### config.mk
export PLATFORM = sky130hd
export DESIGN_NAME = i2s_adc_receiver
export DESIGN_NICKNAME = d
export VERILOG_FILES = /design/src/rtl/synth_audio_pkg.sv /design/src/rtl/sync_edge.sv /design/src/rtl/i2s_adc_receiver.sv
export SDC_FILE = /design/constraint.sdc
export NUM_CORES = 1
export LEC_CHECK = 0
export ABC_AREA = 1
export ABC_CLOCK_PERIOD_IN_PS = 2300
export CAP_MARGIN = 15
export CORE_AREA = 2 2 111 86
export DETAILED_ROUTE_END_ITERATION = 8
export DIE_AREA = 0 0 113 88
export GPL_ROUTABILITY_DRIVEN = 0
export PLACE_DENSITY = 0.65
export SLEW_MARGIN = 25
export SYNTH_ARGS = -nofsm -noshare
export SYNTH_HDL_FRONTEND = slang
export SYNTH_SLANG_ARGS = --single-unit
### constraint.sdc
create_clock -name Clk -period 2.3 [get_ports Clk]
set_input_delay 0.23 -clock Clk [delete_from_list [all_inputs] [get_ports Clk]]
set_output_delay 0.23 -clock Clk [all_outputs]
set_load 0.005 [all_outputs]
### src/rtl/synth_audio_pkg.sv
// Shared audio types: stereo sample container, I2S receiver states and framing constants.
package synth_audio_pkg;

  typedef struct packed {
    logic [15:0] l;
    logic [15:0] r;
  } stereo_sample_t;

  typedef enum logic [1:0] {IDLE, DELAY, SHIFT, HOLD} i2s_rx_state_t;

  // I2S places the MSB one bit clock after the word-clock edge
  localparam int I2S_DATA_DELAY = 1;

endpackage

### src/rtl/sync_edge.sv
// Multi-stage synchroniser for an asynchronous pad with rise/fall detection on the synchronised level.
module sync_edge #(
  parameter int SYNC_STAGES = 2
) (
  input  logic Clk,
  input  logic Reset_n,
  input  logic d,
  output logic q,
  output logic rise,
  output logic fall
);

  logic [SYNC_STAGES-1:0] chain_reg;
  logic                   q_prev_reg;

  always_ff @(posedge Clk) begin
    if (!Reset_n) begin
      chain_reg  <= '0;
      q_prev_reg <= 1'b0;
    end else begin
      chain_reg  <= {chain_reg[SYNC_STAGES-2:0], d};
      q_prev_reg <= chain_reg[SYNC_STAGES-1];
    end
  end

  // Edges are combinational so a shift can act on the very cycle the edge is seen
  assign q    = chain_reg[SYNC_STAGES-1];
  assign rise = q & ~q_prev_reg;
  assign fall = ~q & q_prev_reg;

endmodule

### src/rtl/i2s_adc_receiver.sv
// I2S ADC receiver: deserialises left/right words from the codec port and presents
// them as one stereo frame on a valid/ready handshake with a single-entry output register.
module i2s_adc_receiver
  import synth_audio_pkg::*;
#(
  parameter int SAMPLE_W    = 16,
  parameter int SYNC_STAGES = 2
) (
  input  logic                Clk,
  input  logic                Reset_n,
  input  logic                enable,
  input  logic                AUD_BCLK,
  input  logic                AUD_ADCLRCK,
  input  logic                AUD_ADCDAT,
  output logic [SAMPLE_W-1:0] LDATA_out,
  output logic [SAMPLE_W-1:0] RDATA_out,
  output logic                sample_valid,
  input  logic                sample_ready,
  output logic                overrun,
  output logic                frame_err
);

  localparam int CNT_W = $clog2(SAMPLE_W + 1);

  logic bclk_q, bclk_rise, bclk_fall;
  logic lr_q, lr_rise, lr_fall;
  logic dat_sync, dat_rise, dat_fall;
  logic sync_unused;

  sync_edge #(.SYNC_STAGES(SYNC_STAGES)) u_sync_bclk (
    .Clk(Clk), .Reset_n(Reset_n), .d(AUD_BCLK),
    .q(bclk_q), .rise(bclk_rise), .fall(bclk_fall)
  );

  sync_edge #(.SYNC_STAGES(SYNC_STAGES)) u_sync_lrck (
    .Clk(Clk), .Reset_n(Reset_n), .d(AUD_ADCLRCK),
    .q(lr_q), .rise(lr_rise), .fall(lr_fall)
  );

  sync_edge #(.SYNC_STAGES(SYNC_STAGES)) u_sync_dat (
    .Clk(Clk), .Reset_n(Reset_n), .d(AUD_ADCDAT),
    .q(dat_sync), .rise(dat_rise), .fall(dat_fall)
  );

  assign sync_unused = bclk_q ^ bclk_fall ^ lr_q ^ dat_rise ^ dat_fall;

  i2s_rx_state_t       state_reg, state_next;
  logic                ch_r_reg, ch_r_next;
  logic [CNT_W-1:0]    cnt_reg, cnt_next, cnt_inc;
  logic [SAMPLE_W-1:0] shreg_reg, shreg_next, shifted;
  logic [SAMPLE_W-1:0] left_pend_reg, left_pend_next;
  logic                commit_reg, commit_next;
  logic                frame_err_reg, frame_err_next;
  logic [SAMPLE_W-1:0] ldata_reg, rdata_reg;
  logic                valid_reg, overrun_reg;

  assign cnt_inc = cnt_reg + CNT_W'(1);
  assign shifted = {shreg_reg[SAMPLE_W-2:0], dat_sync};

  always_ff @(posedge Clk) begin
    if (!Reset_n) begin
      state_reg     <= IDLE;
      ch_r_reg      <= 1'b0;
      cnt_reg       <= '0;
      shreg_reg     <= '0;
      left_pend_reg <= '0;
      commit_reg    <= 1'b0;
      frame_err_reg <= 1'b0;
    end else begin
      state_reg     <= state_next;
      ch_r_reg      <= ch_r_next;
      cnt_reg       <= cnt_next;
      shreg_reg     <= shreg_next;
      left_pend_reg <= left_pend_next;
      commit_reg    <= commit_next;
      frame_err_reg <= frame_err_next;
    end
  end

  always_comb begin
    state_next     = state_reg;
    ch_r_next      = ch_r_reg;
    cnt_next       = cnt_reg;
    shreg_next     = shreg_reg;
    left_pend_next = left_pend_reg;
    commit_next    = 1'b0;
    frame_err_next = 1'b0;
    if (!enable) begin
      state_next     = IDLE;
      left_pend_next = '0;
    end else begin
      case (state_reg)
        IDLE: begin
          if (lr_fall) begin
            state_next = DELAY;
            ch_r_next  = 1'b0;
            cnt_next   = '0;
          end
        end
        DELAY, SHIFT: begin
          // A word-clock edge before the word is complete means a short channel
          if (lr_fall || lr_rise) begin
            frame_err_next = 1'b1;
            if (ch_r_reg) left_pend_next = '0;
            if (lr_fall) begin
              state_next = DELAY;
              ch_r_next  = 1'b0;
              cnt_next   = '0;
            end else begin
              state_next = IDLE;
            end
          end else if (bclk_rise) begin
            if (state_reg == DELAY) begin
              if (cnt_reg == CNT_W'(I2S_DATA_DELAY - 1)) begin
                state_next = SHIFT;
                cnt_next   = '0;
              end else begin
                cnt_next = cnt_inc;
              end
            end else begin
              shreg_next = shifted;
              cnt_next   = cnt_inc;
              if (cnt_inc == CNT_W'(SAMPLE_W)) begin
                state_next = HOLD;
                if (ch_r_reg) commit_next = 1'b1;
                else          left_pend_next = shifted;
              end
            end
          end
        end
        HOLD: begin
          if (lr_rise && !ch_r_reg) begin
            state_next = DELAY;
            ch_r_next  = 1'b1;
            cnt_next   = '0;
          end else if (lr_fall && ch_r_reg) begin
            state_next = DELAY;
            ch_r_next  = 1'b0;
            cnt_next   = '0;
          end else if (lr_rise || lr_fall) begin
            state_next     = IDLE;
            frame_err_next = 1'b1;
          end
        end
        default: state_next = IDLE;
      endcase
    end
  end

  // Single-entry output register; a held, unaccepted frame wins over a new one
  always_ff @(posedge Clk) begin
    if (!Reset_n) begin
      ldata_reg   <= '0;
      rdata_reg   <= '0;
      valid_reg   <= 1'b0;
      overrun_reg <= 1'b0;
    end else if (commit_reg) begin
      if (valid_reg && !sample_ready) begin
        overrun_reg <= 1'b1;
      end else begin
        ldata_reg <= left_pend_reg;
        rdata_reg <= shreg_reg;
        valid_reg <= 1'b1;
      end
    end else if (valid_reg && sample_ready) begin
      valid_reg <= 1'b0;
    end
  end

  assign LDATA_out    = ldata_reg;
  assign RDATA_out    = rdata_reg;
  assign sample_valid = valid_reg;
  assign overrun      = overrun_reg;
  assign frame_err    = frame_err_reg;

endmodule
Word-level counts from Yosys, hierarchy flattened --
Index checks and enable logic that the tools add are counted.
Word-level totals: bits in latches 0, ROM bits 0, output and inout bits 35, RAM bits 0, memories 0, register bits after elaboration 84
Cells by class: bitwise gates (word level) 14, shifts and indexed selects 0, $mul 0, equality and inequality tests 15, add/sub/neg operators 1, multiplexer cells 38, order comparisons 0, divide/modulo/power cells 0, reduce and logical (&&, ||, !) cells 23
Operator list (count):
- $mux 16 | 6
- $mux 5 | 7
- $mux 2 | 9
- $pmux 5 s3 | 1
- $mux 1 | 12
- $ne 4x4->1 const B | 3
- $not 1->1 | 11
- $ne 2x2->1 const B | 5
- $reduce_and 5->1 | 2
- $reduce_and 2->1 | 4
- $reduce_or 7->1 | 1
- $ne 3x3->1 const B | 2
- $pmux 2 s3 | 1
- $reduce_and 3->1 | 2
- $reduce_and 6->1 | 1
- $reduce_bool 2->1 | 3
- $add 5x1->5 const B | 1
- $eq 5x5->1 const B | 1
- $logic_not 5->1 | 1
- $eq 2x2->1 const B | 2
- $logic_and 1x1->1 | 4
- $and 1x1->1 | 3
- $pmux 1 s3 | 1
- $eq 2x1->1 const B | 1
- 6 further kinds | 7

Depth between registers and ports, before layout --
depth in word-level cells 7, gate-level depth with buffers 12, depth with buffers taken out 12

Hierarchy --
Synthesis repeated with hierarchy kept, for this count alone.
Second synthesis, totals: cells, all modules 461, area total of the unflattened synthesis 3445.8 sq um
Modules (own cells, without submodules):
- i2s_adc_receiver | cells an instance 422, sequential area each 1521.5 sq um, area each 3145.5 sq um, times used 1
- sync_edge | cells an instance 13, sequential area each 60.1 sq um, area each 100.1 sq um, times used 3

Worst setup path after synthesis --
Ideal clock, no wire load.
kind register -> register, start reg u_sync_lrck.chain_reg[1], end reg left_pend_reg[0], library setup time 0.115 ns, arrival time 1.515 ns, stages on the path, launching flop included 11, period minus slack after synthesis 1.630 ns, setup slack 0.670 ns, data required time 2.185 ns, cells stage by stage dfxtp_1 inv_1 ha_1 buf_6 nor2_1 inv_1 o31ai_1 buf_2 nand3_1 nand2_1 nor2_1
Between the ends: cells in the longest elaborated chain, start to end 5, elaborated cells on any way between the ends 11
Ends and longest elaborated chain:
- start: declaration | RTL line sync_edge.sv:13 | logic [SYNC_STAGES-1:0] chain_reg;
- start signal: assignment | RTL line sync_edge.sv:21 | chain_reg <= {chain_reg[SYNC_STAGES-2:0], d};
- $not 1->1 | RTL line sync_edge.sv:29 | assign fall = ~q & q_prev_reg;
- $and 1x1->1 | RTL line sync_edge.sv:29
- $logic_or 1x1->1 (*) | RTL line i2s_adc_receiver.sv:102 | if (lr_fall || lr_rise) begin
- $ne 2x2->1 (no source line) (tied with other cells)
- $reduce_and 6->1 (no source line)
- end signal: assignment | RTL line i2s_adc_receiver.sv:74 | left_pend_reg <= left_pend_next;
- end: declaration | RTL line i2s_adc_receiver.sv:51 | logic [SAMPLE_W-1:0] left_pend_reg, left_pend_next;
Every way passes the cells marked *; elsewhere a longest branch is shown, timed or not. A chain may end at the register's enable or synchronous reset.

Final worst setup path --
start reg u_sync_lrck.chain_reg[1], end reg left_pend_reg[6]
The elaborated chain is that of the path after synthesis.

==> impl_metrics.tcl <==
set metrics [dict create \
    status "finished, violations left" \
    violations "design-rule violations" \
    numPortBuffers 41 \
    antenna_found_initial 0 \
    gr-total-overflow 0 \
    areaGrowthSynthToFinish_pct 22.7 \
    fin_cells 619 \
    wl_per_cell_um 11.9 \
    dieArea_um2 9940 \
    yosys.cell_types.count 29 \
    critPathRequiredTime_ns 2.53 \
    cts_resized 0 \
    finalSetupTns_ns 0 \
    cp.arrival_ns 2.25 \
    worst_slew_pin_slew_ns 0.487 \
    min_path_type "register to register" \
    synth_top_area_share 0.485 \
    finalSetupViolCount 0 \
    register_area_um2 1680 \
    insertion_delay_ns 0.33 \
    core-area_um2 8860 \
    cp_slowest_cell "dfxtp_1" \
    layout-drive-gt1-share 0.0769 \
    post-route-period-util 0.881 \
    worstSetupPathType "register to register" \
    utilization 0.481 \
    synth_nets 483 \
    finalMaxSlewViolations 0 \
    placedCellCount 603 \
    ys_warn_count 0 \
    p_leak_nw 1.62 \
    yosys-top-cells-area "dfxtp_1 (48%), nor2_1 (13%), nand2_1 (7.8%)" \
    post-route-min-period_ns 2.03 \
    syn_avg_cell_area_um2 7.43 \
    grt_pass1_wl_mm 12.2 \
    first_pass_iters 7 \
    ff2ff_setup_slack_ns 0.27 \
    ys_seq_area_frac 0.485 \
    path_max_fanout 23 \
    place_ws_ns 0.0610 \
    slew_headroom 0.673 \
    wl_mm 7.37 \
    rows 30 \
    multiInputGateArea_um2 1540 \
    critPathMaxStageDelay_ns 0.35 \
    placed_area_um2 3950 \
    skew_ns 0.00763 \
    initial_core_util 0.392 \
    htree_levels 3 \
    clock_tree.root_cell "clkbuf_16" \
    async_flop_share 0 \
    grt_max_degree 52 \
    start_kind "register" \
    grt.total_usage 0.156 \
    post-cts-setup-buffers 0 \
    power_density_nw_per_um2 708 \
    synth.most_common_cell "nor2_1" \
    synth_cells 467 \
    worst-path-buf-inv 4 \
    yosys_register_bits 84 \
    num_vias 2944 \
    dp_hpwl_mm 5.24 \
    fillers 891 \
    cts_buffer_depth 2 \
    drc 3 \
    die_x_um 113 \
    fin_nets 519 \
    diodes 0 \
    timing.fmax_mhz 494 \
    holdWs_ns 0.416 \
    clock_sinks 84 \
    synthesis.area_um2 3470 \
    cts_tree "yes" \
    drv_cap 0 \
    ir_drop_mv 0.454 \
    ys.flop_type "dfxtp_1" \
    cp-end-kind "register" \
    die_h_um 88 \
    yosysTopAreaCell "dfxtp_1" \
    cp_top_family "buffers and inverters" \
    hold_viol_final 0 \
    viasPerCell 4.76 \
    rsz0062_at_grt "no" \
    setup_slack_ns 0.275 \
    grt_pass1_vias 2630 \
    cts_buffers 9 \
    ios 42 \
    holdBufCountCts 0 \
    clk_pin_slew_worst_paths_ns 0.06 \
    synth_top_cells_by_count "nor2_1 (120), dfxtp_1 (84), nand2_1 (72)" \
    fin_area_um2 4260 \
    crit_chain "inv_1, ha_1, buf_4, nor2_1, inv_1, o31ai_4, buf_6, nand3_1, nand2_1, nor2_1" \
    drtAntennaViolNets 0 \
    synth_edf_count 0 \
    drtIter0Drc 159 \
    p_total_mw 3.01 \
]
## area by class of cell
type / instances / area share
sequential: 84 / 0.395
clock buffer: 12 / 0.0579
clock inverter: 3 / 0.0109
multi-input combinational: 323 / 0.361
tap: 112 / 0.0329
inverter: 37 / 0.0326
timing repair buffer: 48 / 0.110
## cell families (layout without fill, tap and decap cells)
logic type,count (synthesis),after routing,synth area share
xor gates and xnor gates,1,1,0.00253
and+or+nand+nor,232,232,0.285
buffers and inverters,60,100,0.0761
DFF,84,84,0.485
AOI/OAI and AO/OA,81,81,0.119
adders and majority gates,9,9,0.0325
## worst reg2reg max path: stages (launching register included)
cell	delay, ns
dfxtp_1	0.35
inv_1	0.05
ha_1	0.31
buf_4	0.22
nor2_1	0.20
inv_1	0.14
o31ai_4	0.14
buf_6	0.26
nand3_1	0.10
nand2_1	0.09
nor2_1	0.05
## layout by cell type (no fill, tap or decap), drive strengths merged, types with 3 or more instances in the layout
master           n
nor2           124
clkbuf          12
buf              7
dfxtp           84
nand4            3
nand3           27
clkdlybuf4s50   41
a21oi           26
inv             37
o21ai           52
ha               9
nand2           75
## worst paths after layout
path | cells after the start | start | endpoint
worst min-delay path | 2 | u_sync_bclk.chain_reg[0]$_SDFF_PN0_ | u_sync_bclk.chain_reg[1]$_SDFF_PN0_
worst min register to register | 2 | u_sync_bclk.chain_reg[0]$_SDFF_PN0_ | u_sync_bclk.chain_reg[1]$_SDFF_PN0_
worst max register to register | 10 | u_sync_lrck.chain_reg[1]$_SDFF_PN0_ | left_pend_reg[6]$_SDFFE_PN0P_
worst max-delay path | 10 | u_sync_lrck.chain_reg[1]$_SDFF_PN0_ | left_pend_reg[6]$_SDFFE_PN0P_
## routing by layer
metal  wire length, um  up-vias  track usage  share of wire
met4                36        0       0.0676         0.0049
met1              3550     1338        0.201           0.48
met3               346        4       0.0471          0.047
met5                 0        -            0              0
li1                  -     1549            -              -
met2              3430       53        0.243           0.47
## report_power, final
part | total, mW | switching [mW] | internal, mW
Sequential | 1.47 | 0.00585 | 1.46
Clock | 1.42 | 0.549 | 0.869
Combinational | 0.127 | 0.0831 | 0.0436
Total | 3.01 | 0.638 | 2.38
Note: power is estimated with default switching activity, not from simulation.
